--- config.mk ---
export PLATFORM = sky130hd
export DESIGN_NAME = bus_rr_matrix_flat
export DESIGN_NICKNAME = d
export VERILOG_FILES = /design/src/rtl/bus_pkg.sv /design/src/rtl/bus_rr_matrix_if.sv /design/src/rtl/bus_rr_arbit.sv /design/src/rtl/bus_rr_matrix.sv /design/src/flat_wrapper.sv
export SDC_FILE = /design/constraint.sdc
export NUM_CORES = 1
export LEC_CHECK = 0
export CORE_AREA = 2 2 116 118
export CTS_BUF_LIST = sky130_fd_sc_hd__clkbuf_4 sky130_fd_sc_hd__clkbuf_8 sky130_fd_sc_hd__clkbuf_16
export DETAILED_ROUTE_END_ITERATION = 8
export DIE_AREA = 0 0 118 120
export DONT_BUFFER_PORTS = 1
export GPL_TIMING_DRIVEN = 0
export HOLD_SLACK_MARGIN = 0.02
export PLACE_DENSITY = 0.3
export SETUP_SLACK_MARGIN = 0.5
export SLEW_MARGIN = 30
export SYNTH_ARGS = -nofsm -noshare
export SYNTH_HDL_FRONTEND = slang
export SYNTH_SLANG_ARGS = --single-unit
--- constraint.sdc ---
create_clock -name clk -period 2.6 [get_ports clk]
set_clock_uncertainty 0.2 [all_clocks]
set_input_delay 0.26 -clock clk [delete_from_list [all_inputs] [get_ports clk]]
set_output_delay 0.26 -clock clk [all_outputs]
set_load 0.02 [all_outputs]
--- src/rtl/bus_pkg.sv ---
// Shared defaults and helpers for the round-robin bus interconnect.
package bus_pkg;

    localparam int unsigned DEF_N_MASTER = 2;
    localparam int unsigned DEF_N_SLAVE  = 4;
    localparam int unsigned DEF_ADDR_W   = 8;
    localparam int unsigned DEF_DATA_W   = 32;

    typedef enum logic {
        ARB_IDLE  = 1'b0,
        ARB_OWNED = 1'b1
    } arb_state_e;

    // Ceiling log2, never below 1 so index vectors always have a bit.
    function automatic int unsigned clog2(input int unsigned v);
        int unsigned r;
        r = 1;
        while ((32'd1 << r) < v) r = r + 1;
        return r;
    endfunction

endpackage

--- src/rtl/bus_rr_matrix_if.sv ---
// Bundle of master-side and slave-side bus signals around the interconnect.
interface bus_rr_matrix_if
    import bus_pkg::*;
#(
    parameter int unsigned N_MASTER = DEF_N_MASTER,
    parameter int unsigned N_SLAVE  = DEF_N_SLAVE,
    parameter int unsigned ADDR_W   = DEF_ADDR_W,
    parameter int unsigned DATA_W   = DEF_DATA_W
);
    logic [N_MASTER-1:0]        M_req;
    logic [N_MASTER-1:0]        M_wr;
    logic [N_MASTER*ADDR_W-1:0] M_address;
    logic [N_MASTER*DATA_W-1:0] M_dout;
    logic [N_SLAVE*DATA_W-1:0]  S_dout;
    logic [N_MASTER-1:0]        M_grant;
    logic [DATA_W-1:0]          M_din;
    logic [N_SLAVE-1:0]         S_sel;
    logic [ADDR_W-1:0]          S_address;
    logic                       S_wr;
    logic [DATA_W-1:0]          S_din;
    logic                       dec_err;

    // Interconnect view.
    modport slave (
        input  M_req, M_wr, M_address, M_dout, S_dout,
        output M_grant, M_din, S_sel, S_address, S_wr, S_din, dec_err
    );

    // Agent view: masters and slave memories around the interconnect.
    modport master (
        output M_req, M_wr, M_address, M_dout, S_dout,
        input  M_grant, M_din, S_sel, S_address, S_wr, S_din, dec_err
    );
endinterface

--- src/rtl/bus_rr_arbit.sv ---
// Registered round-robin arbiter with optional hold limit.
module bus_rr_arbit
    import bus_pkg::*;
#(
    parameter int unsigned N_MASTER = DEF_N_MASTER,
    parameter int unsigned MAX_HOLD = 0
) (
    input  logic                clk,
    input  logic                reset_n,
    input  logic [N_MASTER-1:0] req,
    output logic [N_MASTER-1:0] grant
);
    localparam int unsigned OWN_W  = clog2(N_MASTER);
    localparam int unsigned HOLD_W = clog2((MAX_HOLD > 1) ? MAX_HOLD : 2);

    arb_state_e          state_q, state_d;
    logic [OWN_W-1:0]    last_q, last_d;
    logic [HOLD_W-1:0]   hold_q, hold_d;
    logic [N_MASTER-1:0] grant_q, grant_d;
    logic                rr_found;
    logic [OWN_W-1:0]    rr_idx;
    logic                others;
    int unsigned         cand;

    // Round-robin search starting just after the last owner.
    always_comb begin
        rr_found = 1'b0;
        rr_idx   = last_q;
        cand     = 0;
        for (int unsigned j = 1; j <= N_MASTER; j++) begin
            cand = 32'(last_q) + j;
            if (cand >= N_MASTER) cand = cand - N_MASTER;
            if (!rr_found && req[OWN_W'(cand)]) begin
                rr_found = 1'b1;
                rr_idx   = OWN_W'(cand);
            end
        end
        others = |(req & ~grant_q);
    end

    // Next-state: grant, owner and hold counter.
    always_comb begin
        state_d = state_q;
        last_d  = last_q;
        hold_d  = hold_q;
        grant_d = grant_q;
        case (state_q)
            ARB_IDLE: begin
                if (rr_found) begin
                    state_d = ARB_OWNED;
                    last_d  = rr_idx;
                    hold_d  = '0;
                    grant_d = N_MASTER'(1) << rr_idx;
                end
            end
            ARB_OWNED: begin
                if (req[last_q]) begin
                    if (MAX_HOLD != 0 && hold_q == HOLD_W'(MAX_HOLD - 1) && others) begin
                        last_d  = rr_idx;
                        hold_d  = '0;
                        grant_d = N_MASTER'(1) << rr_idx;
                    end else if (MAX_HOLD > 1 && hold_q != HOLD_W'(MAX_HOLD - 1)) begin
                        hold_d = hold_q + HOLD_W'(1);
                    end
                end else if (rr_found) begin
                    last_d  = rr_idx;
                    hold_d  = '0;
                    grant_d = N_MASTER'(1) << rr_idx;
                end else begin
                    state_d = ARB_IDLE;
                    hold_d  = '0;
                    grant_d = '0;
                end
            end
            default: begin
                state_d = ARB_IDLE;
                grant_d = '0;
                hold_d  = '0;
            end
        endcase
    end

    // Arbiter state registers; master 0 wins first after reset.
    always_ff @(posedge clk or negedge reset_n) begin
        if (!reset_n) begin
            state_q <= ARB_IDLE;
            last_q  <= OWN_W'(N_MASTER - 1);
            hold_q  <= '0;
            grant_q <= '0;
        end else begin
            state_q <= state_d;
            last_q  <= last_d;
            hold_q  <= hold_d;
            grant_q <= grant_d;
        end
    end

    assign grant = grant_q;

endmodule

--- src/rtl/bus_rr_matrix.sv ---
// Shared-bus interconnect: RR arbitration, owner routing, slave decode, read return.
module bus_rr_matrix
    import bus_pkg::*;
#(
    parameter int unsigned N_MASTER = DEF_N_MASTER,
    parameter int unsigned N_SLAVE  = DEF_N_SLAVE,
    parameter int unsigned ADDR_W   = DEF_ADDR_W,
    parameter int unsigned DATA_W   = DEF_DATA_W,
    parameter int unsigned MAX_HOLD = 0
) (
    input logic            clk,
    input logic            reset_n,
    bus_rr_matrix_if.slave bus
);
    localparam int unsigned SLV_IDX_W = clog2(N_SLAVE);

    logic [N_MASTER-1:0]  grant;
    logic [ADDR_W-1:0]    addr_c;
    logic                 wr_c;
    logic [DATA_W-1:0]    din_c;
    logic [SLV_IDX_W-1:0] idx_c;
    logic [N_SLAVE-1:0]   sel_c;
    logic                 unmapped_c;
    logic [N_SLAVE-1:0]   sel_q;
    logic                 dec_err_q;
    logic [DATA_W-1:0]    rdata_c;

    bus_rr_arbit #(
        .N_MASTER (N_MASTER),
        .MAX_HOLD (MAX_HOLD)
    ) u_arbit (
        .clk     (clk),
        .reset_n (reset_n),
        .req     (bus.M_req),
        .grant   (grant)
    );

    // Route the owner's request onto the bus and decode the slave index.
    always_comb begin
        addr_c     = '0;
        wr_c       = 1'b0;
        din_c      = '0;
        sel_c      = '0;
        unmapped_c = 1'b0;
        for (int unsigned i = 0; i < N_MASTER; i++) begin
            if (grant[i]) begin
                addr_c = bus.M_address[i*ADDR_W +: ADDR_W];
                wr_c   = bus.M_wr[i];
                din_c  = bus.M_dout[i*DATA_W +: DATA_W];
            end
        end
        idx_c = addr_c[ADDR_W-1 -: SLV_IDX_W];
        if (|grant) begin
            if (32'(idx_c) < N_SLAVE) sel_c = N_SLAVE'(1) << idx_c;
            else                      unmapped_c = 1'b1;
        end
    end

    // Remember last cycle's select for read return and flag unmapped accesses.
    always_ff @(posedge clk or negedge reset_n) begin
        if (!reset_n) begin
            sel_q     <= '0;
            dec_err_q <= 1'b0;
        end else begin
            sel_q     <= sel_c;
            dec_err_q <= unmapped_c;
        end
    end

    // Read data mux driven by the previous cycle's select.
    always_comb begin
        rdata_c = '0;
        for (int unsigned s = 0; s < N_SLAVE; s++) begin
            if (sel_q[s]) rdata_c = bus.S_dout[s*DATA_W +: DATA_W];
        end
    end

    assign bus.M_grant   = grant;
    assign bus.S_address = addr_c;
    assign bus.S_wr      = wr_c;
    assign bus.S_din     = din_c;
    assign bus.S_sel     = sel_c;
    assign bus.M_din     = rdata_c;
    assign bus.dec_err   = dec_err_q;

endmodule

--- src/flat_wrapper.sv ---
// flat-port wrapper written by rule: the top's interface ports become plain ports
module bus_rr_matrix_flat import bus_pkg::*;
#(
    parameter int unsigned N_MASTER = DEF_N_MASTER,
    parameter int unsigned N_SLAVE  = DEF_N_SLAVE,
    parameter int unsigned ADDR_W   = DEF_ADDR_W,
    parameter int unsigned DATA_W   = DEF_DATA_W,
    parameter int unsigned MAX_HOLD = 0
)
  (clk, reset_n, bus_M_req, bus_M_wr, bus_M_address, bus_M_dout, bus_S_dout, bus_M_grant, bus_M_din, bus_S_sel, bus_S_address, bus_S_wr, bus_S_din, bus_dec_err);
  bus_rr_matrix_if #(.N_MASTER(N_MASTER), .N_SLAVE(N_SLAVE), .ADDR_W(ADDR_W), .DATA_W(DATA_W)) bus_i ();
  input logic clk;
  input logic reset_n;
  input wire logic [$bits(bus_i.M_req)-1:0] bus_M_req;
  input wire logic [$bits(bus_i.M_wr)-1:0] bus_M_wr;
  input wire logic [$bits(bus_i.M_address)-1:0] bus_M_address;
  input wire logic [$bits(bus_i.M_dout)-1:0] bus_M_dout;
  input wire logic [$bits(bus_i.S_dout)-1:0] bus_S_dout;
  output wire logic [$bits(bus_i.M_grant)-1:0] bus_M_grant;
  output wire logic [$bits(bus_i.M_din)-1:0] bus_M_din;
  output wire logic [$bits(bus_i.S_sel)-1:0] bus_S_sel;
  output wire logic [$bits(bus_i.S_address)-1:0] bus_S_address;
  output wire logic [$bits(bus_i.S_wr)-1:0] bus_S_wr;
  output wire logic [$bits(bus_i.S_din)-1:0] bus_S_din;
  output wire logic [$bits(bus_i.dec_err)-1:0] bus_dec_err;
  assign bus_i.M_req = bus_M_req;
  assign bus_i.M_wr = bus_M_wr;
  assign bus_i.M_address = bus_M_address;
  assign bus_i.M_dout = bus_M_dout;
  assign bus_i.S_dout = bus_S_dout;
  assign bus_M_grant = bus_i.M_grant;
  assign bus_M_din = bus_i.M_din;
  assign bus_S_sel = bus_i.S_sel;
  assign bus_S_address = bus_i.S_address;
  assign bus_S_wr = bus_i.S_wr;
  assign bus_S_din = bus_i.S_din;
  assign bus_dec_err = bus_i.dec_err;
  bus_rr_matrix #(.N_MASTER(N_MASTER), .N_SLAVE(N_SLAVE), .ADDR_W(ADDR_W), .DATA_W(DATA_W), .MAX_HOLD(MAX_HOLD)) u_core (.clk(clk), .reset_n(reset_n), .bus(bus_i));
endmodule
==> qor.yml, run 1 <==
die:
  coreArea_um2: 13000
  num_io_pins: 294
  row_count: 42
  start_util_pct: 11.7
  die_y_um: 120
  fp.dieW_um: 118
  dieArea_um2: 14200
clock_tree:
  numClockSinks: 8
  cts_buffers: 3
  htreeDepth: 1
  clk_pin_slew_ns: 0.04
  clock-root-buffer: "clkbuf_16"
  clk_path_buf_depth: 2
  tritoncts: "done"
  clk_latency_ns: 0.23
worst_setup_path:
  cp_slowest_cell: "dfrtp_1"
  critPathMaxFanout: 7
  start_kind: "flop"
  crit_chain: "buf_4, nor2b_4, buf_12, buf_2, a22oi_1, a21oi_2"
  endpoint_kind: "output port"
  path_class: "reg -> out"
  required_ns: 2.14
  cpPeakStageDelay_ns: 0.37
  worstPathArrival_ns: 1.61
sta:
  fmax_mhz: 483
  tns_ns: 0
  tightest_slew_ns: 0.571
  max_slew_margin_pct: 61.8
  hold_viol: 0
  slew_viol_final: 0
  fin_crit_ns: 2.07
  period_share_pct: 79.7
  rsz0062_at_grt: "true"
  setup_ws_ns: 0.528
  final-setup-viol-count: 0
pwr:
  power.density_nw_per_um2: 793
  ir_drop_v: 0.000234
  cellLeakagePower_nw: 0.771
cells_and_area:
  drive_gt1_share_pct: 43.8
  fillers: 1469
  nets: 434
  multi_input_area_um2: 1380
  fin_util_pct: 16.8
  antenna_cells: 0
  synthToLayoutAreaGrowth_pct: 43.8
  register_area_um2: 204
global_routing:
  antenna_found_initial: 0
  grt_pass1_wl_um: 11800
  first_global_vias: 1979
  grt_max_degree: 11
  grt_usage_pct: 10.9
  grt_overflow_total: 0
logic_synthesis:
  yosys_warnings: 0
  avgSynthCellArea_um2: 7.38
  syn-cell-area_um2: 1520
  async_reset_ff_share_pct: 100
  yosys.area_share.adder_pct: 0.741
  synth_top_family_by_area: "compound AO/OA/AOI/OAI gates"
  synth_flop_cell: "dfrtp_1"
  syn_inst: 206
  synth_edf_count: 0
  syn_nets: 420
  synth-simple-area-share_pct: 6.67
  synthDistinctLibCells: 26
  synth_compound_area_share_pct: 66.0
  ys_ff_latch: 8
  synth_xor_area_share_pct: 0.576
  synthMuxAreaShare_pct: 0
  ys_seq_area_share_pct: 13.3
placed_design:
  place_ws_ns: 0.199
  dp_hpwl_um: 7580
  portBuffers: 0
  finalWeightedCongestion: 0.702
route:
  drc_errors: 0
  wl_met1_um: 3230
  viasPerCell: 5.14
  postRouteAntennaNets: 0
  wl_um: 8990
  met3RoutedLength_um: 763
  top_layer_used: "met4"
  drt_iter0_drc: 52
  wl_met2_um: 4780
  first_pass_iters: 4
  routedWlPerCell_um: 22.8
  vias: 2032
worst_hold_path:
  hp-class: "in -> reg"
run:
  drv_cap: 0
status:
  outcome: "completed"
## report_power, final
group	internal (mW)	switching (mW)	total (mW)
Sequential	0.145	0.0292	0.175
Clock	0.215	0.0623	0.277
Combinational	0.412	0.869	1.28
Total	0.772	0.960	1.73
## cell usage in the layout, fill, tap and decap left out, types with 2 or more instances in the layout
cell type and instances:
buf_6 5, o22ai_1 33, nor2b_4 2, inv_1 6
a22o_1 22, a21oi_1 5, a22o_4 10, nor3b_1 2
dlygate4sd3_1 4, dfrtp_1 5, clkbuf_4 3, clkbuf_1 2
a22oi_1 31, buf_4 7, buf_2 13, o21ai_0 2
nor2_2 2, a21oi_2 31, a22o_2 7, nor2_4 2
nand2_1 3, clkbuf_16 3, dfrtp_2 2
## registers in the layout, summed over array words and instances (netlist names)
register / cells
u_core.sel_q: 4
u_core.u_arbit.grant: 2
u_core.u_arbit.last_q: 1
u_core.u_arbit.state_q: 1
## worst paths after layout
kind                       cells after the start                     from  slack [ns]                 endpoint
max                                            6          u_core.sel_q[1]        0.53             bus_M_din[8]
min                                            2             bus_M_req[0]        0.02   u_core.u_arbit.state_q
max reg2reg                                    4  u_core.u_arbit.grant[1]        0.91          u_core.sel_q[3]
min reg2reg                                    2  u_core.u_arbit.grant[0]        0.49  u_core.u_arbit.grant[0]
max in group asynchronous                      1                  reset_n        1.69    u_core.u_arbit.last_q
min in group asynchronous                      1                  reset_n        0.19   u_core.u_arbit.state_q
## kinds of logic (layout without fill, tap and decap cells)
kind of cell,Yosys count,count (layout)
buffers and inverters,34,47
adders and majority gates,1,1
other,1,1
DFF,8,8
and+or+nand+nor,16,16
xor gates and xnor gates,1,1
AOI/OAI and AO/OA,145,145
## what timing repair did
action	CTS	global route
cloned	0	2
hold endpoints to repair	10	0
pin swaps	1	8
buffers inserted	0	3
gates resized for setup	40	41
setup endpoints to repair	65	60
hold buffers	4	0
## per-layer routing
| metal | global-route usage, % | vias to the layer above |
|---|---|---|
| met4 | 2.48 | 0 |
| met1 | 11.7 | 955 |
| met5 | 0 | - |
| met3 | 2.57 | 14 |
| met2 | 21.5 | 190 |
| li1 | - | 873 |
## stage by stage
stage | total power [mW] | std cells | hold WS (ns) | instance area [um2]
finish | 1.73 | 395 | 0.0247 | 2190
detailed placement | 1.26 | 382 | -0.235 | 1740
global route | 1.82 | 395 | 0.0450 | 2190
global placement | 1.25 | 382 | -0.235 | 1740
floorplan | 1.06 | 206 | -0.236 | 1520
CTS | 1.63 | 390 | 0.0212 | 2000
## critical path: cells and delay by family (launching register included)
kind,cells,cell delay [ns]
buffers and inverters,3,0.47
AO/OA/AOI/OAI,2,0.39
flip-flops,1,0.37
AND/OR/NAND/NOR,1,0.16
## synthesized netlist by cell type (2+ instances only)
cell type,number,area [um2]
nand2_1,3,11.3
o22ai_1,33,206
dfrtp_1,7,175
o21ai_0,2,10.0
buf_4,8,60.1
nor3b_1,2,15.0
a22oi_1,32,240
a22o_1,39,342
nor2b_4,2,27.5
inv_1,8,30.0
buf_2,14,70.1
a21oi_1,36,180
nor2_1,5,18.8
clkbuf_1,2,7.51
buf_6,2,22.5
## area by class of cell
| cell class | instances | share of cell area [%] |
|---|---|---|
| multi-input cells | 164 | 62.9 |
| well taps | 176 | 10.1 |
| flip-flops and latches | 8 | 9.33 |
| plain buffers | 26 | 8.53 |
| repair buffers | 9 | 3.89 |
| clock buffers | 4 | 3.78 |
| inverters | 8 | 1.49 |
No activity file was read; power rests on OpenSTA's default activity.
==> run 2, diff against run 1 <==
==> constraint.sdc (replaced) <==
create_clock -name clk -period 1.77 [get_ports clk]
set_clock_uncertainty 0.2 [all_clocks]
set_input_delay 0.177 -clock clk [delete_from_list [all_inputs] [get_ports clk]]
set_output_delay 0.177 -clock clk [all_outputs]
set_load 0.02 [all_outputs]
==> qor.yml, run 2 (synthesis results as in run 1) <==
status:
  outcome: "complete, but fails checks"
  violations: "negative setup slack"
sta:
  slew_viol_final: 0  # unchanged
  rsz0062_at_grt: "true"
  final-setup-viol-count: 75  # +75
  period_share_pct: 106
  hold_viol: 0  # unchanged
  fin_crit_ns: 1.87
  fmax_mhz: 535
  setup_ws_ns: -0.0994  # -0.628 ns
  tns_ns: -4.35  # -4.35 ns
worst_hold_path:
  hp-class: "in -> reg"
  hold_end: "u_core.u_arbit.grant[1]"
  worstHoldPathCells: 3  # +1
  hold_start: "bus_M_req[0]"
cells_and_area:
  nets: 460  # +6.0%
  fin_cells: 421  # +6.6%
  fillers: 1361  # -7.4%
  antenna_cells: 0  # unchanged
  final_common_cell: "a22o_4"
  drive_gt1_share_pct: 77.6  # +34 points
  fin_util_pct: 27.2  # +10 points
  multi_input_area_um2: 2060  # +50%
  top_register: "u_core.sel_q"
  final_cell_mix: "33 x a22o_4, 32 x a22oi_2, 32 x a21oi_4, 30 x o22ai_1, 17 x buf_12"
  register_area_um2: 205  # +0.61%
  largest_reg_flops: 4  # unchanged
  synthToLayoutAreaGrowth_pct: 132
worst_setup_path:
  r2r_end: "u_core.sel_q[3]"
  required_ns: 1.39  # -0.75 ns
  endpoint_kind: "output port"
  reg2reg_slack_ns: 0.22  # -0.69 ns
  startpoint: "u_core.sel_q[1]"
  start_kind: "flop"
  path_class: "reg -> out"
  worstPathArrival_ns: 1.49  # -0.12 ns
  timing.rr.start: "u_core.u_arbit.grant[1]"
  critPathMaxFanout: 7  # unchanged
  r2r_cells: 5  # +1
global_routing:
  grt_pass1_wl_um: 13100  # +10%
  grt_max_degree: 11  # unchanged
  antenna_found_initial: 0  # unchanged
  grt_overflow_total: 0  # unchanged
  grt_usage_pct: 11.7  # +0.81 points
  first_global_vias: 2196  # +11%
route:
  first_pass_iters: 4  # unchanged
  drc_errors: 0  # unchanged
  wl_met2_um: 5400  # +13%
  met3RoutedLength_um: 914  # +20%
  postRouteAntennaNets: 0  # unchanged
  routedWlPerCell_um: 22.2  # -2.6%
  wl_um: 9340  # +3.8%
  drt_iter0_drc: 26  # -50%
  viasPerCell: 4.97  # -3.3%
  vias: 2094  # +3.1%
  top_layer_used: "met4"
  wl_met1_um: 3000  # -7.3%
clock_tree:
  clk_pin_slew_ns: 0.04  # about the same
  htreeDepth: 1  # unchanged
  numClockSinks: 8  # unchanged
  cts_buffers: 3  # unchanged
  tritoncts: "done"
  clock-root-buffer: "clkbuf_16"
  clk_latency_ns: 0.23  # about the same
  clk_path_buf_depth: 2  # unchanged
die:
  start_util_pct: 11.7  # unchanged
  coreArea_um2: 13000  # unchanged
  num_io_pins: 294  # unchanged
  fp.dieW_um: 118  # unchanged
  die_y_um: 120  # unchanged
  row_count: 42  # unchanged
  dieArea_um2: 14200  # unchanged
placed_design:
  portBuffers: 0  # unchanged
  dp_hpwl_um: 7470  # -1.4%
  finalWeightedCongestion: 0.732  # +4.3%
  dpl.cell_count: 382  # unchanged
pwr:
  power.density_nw_per_um2: 1040  # +31%
  ir_drop_v: 0.000375  # +60%
  cellLeakagePower_nw: 1.23  # +59%
  p_total_mw: 3.65  # +110%
run:
  drv_cap: 0  # unchanged
[run 2: worst max-delay path: stages, from the launching register on]
cell and delay, ns:
dfrtp_1 0.36, buf_6 0.13, nor2b_4 0.12, buf_12 0.16, buf_6 0.10, a22oi_2 0.05
a221oi_4 0.35
[run 2: routing by layer]
layer  global-route usage [%]  vias up
met5                        0        -
met4                     1.13        0
met3                     3.47        2
met2                     24.4      170
met1                     11.7      993
li1                         -      929
[run 2: report_power, final]
group	internal (mW)	switching [mW]	leakage, nW
clock network	0.315	0.0847	0.0416
logic	1.41	1.59	1.09
registers	0.214	0.0429	0.0948
total	1.94	1.71	1.23
[run 2: final cells by class]
| cell class | instances | area share, % |
|---|---|---|
| clock buffers | 4 | 2.34 |
| flip-flops and latches | 8 | 5.82 |
| plain buffers | 26 | 11.3 |
| well taps | 176 | 6.25 |
| repair buffers | 35 | 15.0 |
| multi-input cells | 164 | 58.4 |
| inverters | 8 | 0.923 |
[run 2: how the worst max path moves through the flow]
stage | endpoint
after floorplan | bus_S_din[21]
after global placement | bus_S_sel[0]
after detailed placement | bus_S_sel[0]
after CTS | bus_S_din[26]
after global routing | bus_S_sel[3]
final | bus_M_din[29]
[run 2: what timing repair did]
item                                   CTS  global route
endpoints found under the hold margin   12             0
buffers inserted                        20             3
setup endpoints to repair               83            83
pin swaps                               26            18
gates cloned                             6             3
gates resized for setup                 50            23
hold buffers                             3             0
[run 2: metrics by stage]
| stage | area (um2) | hold WS, ns | worst slack, ns |
|---|---|---|---|
| global placement | 2660 | -0.318 | 0.0612 |
| finish | 3520 | 0.0336 | -0.0994 |
| floorplan | 2440 | -0.319 | 0.236 |
| global route | 3520 | 0.0507 | -0.173 |
| detailed placement | 2660 | -0.318 | 0.0527 |
| CTS | 3380 | 0.0237 | -0.150 |
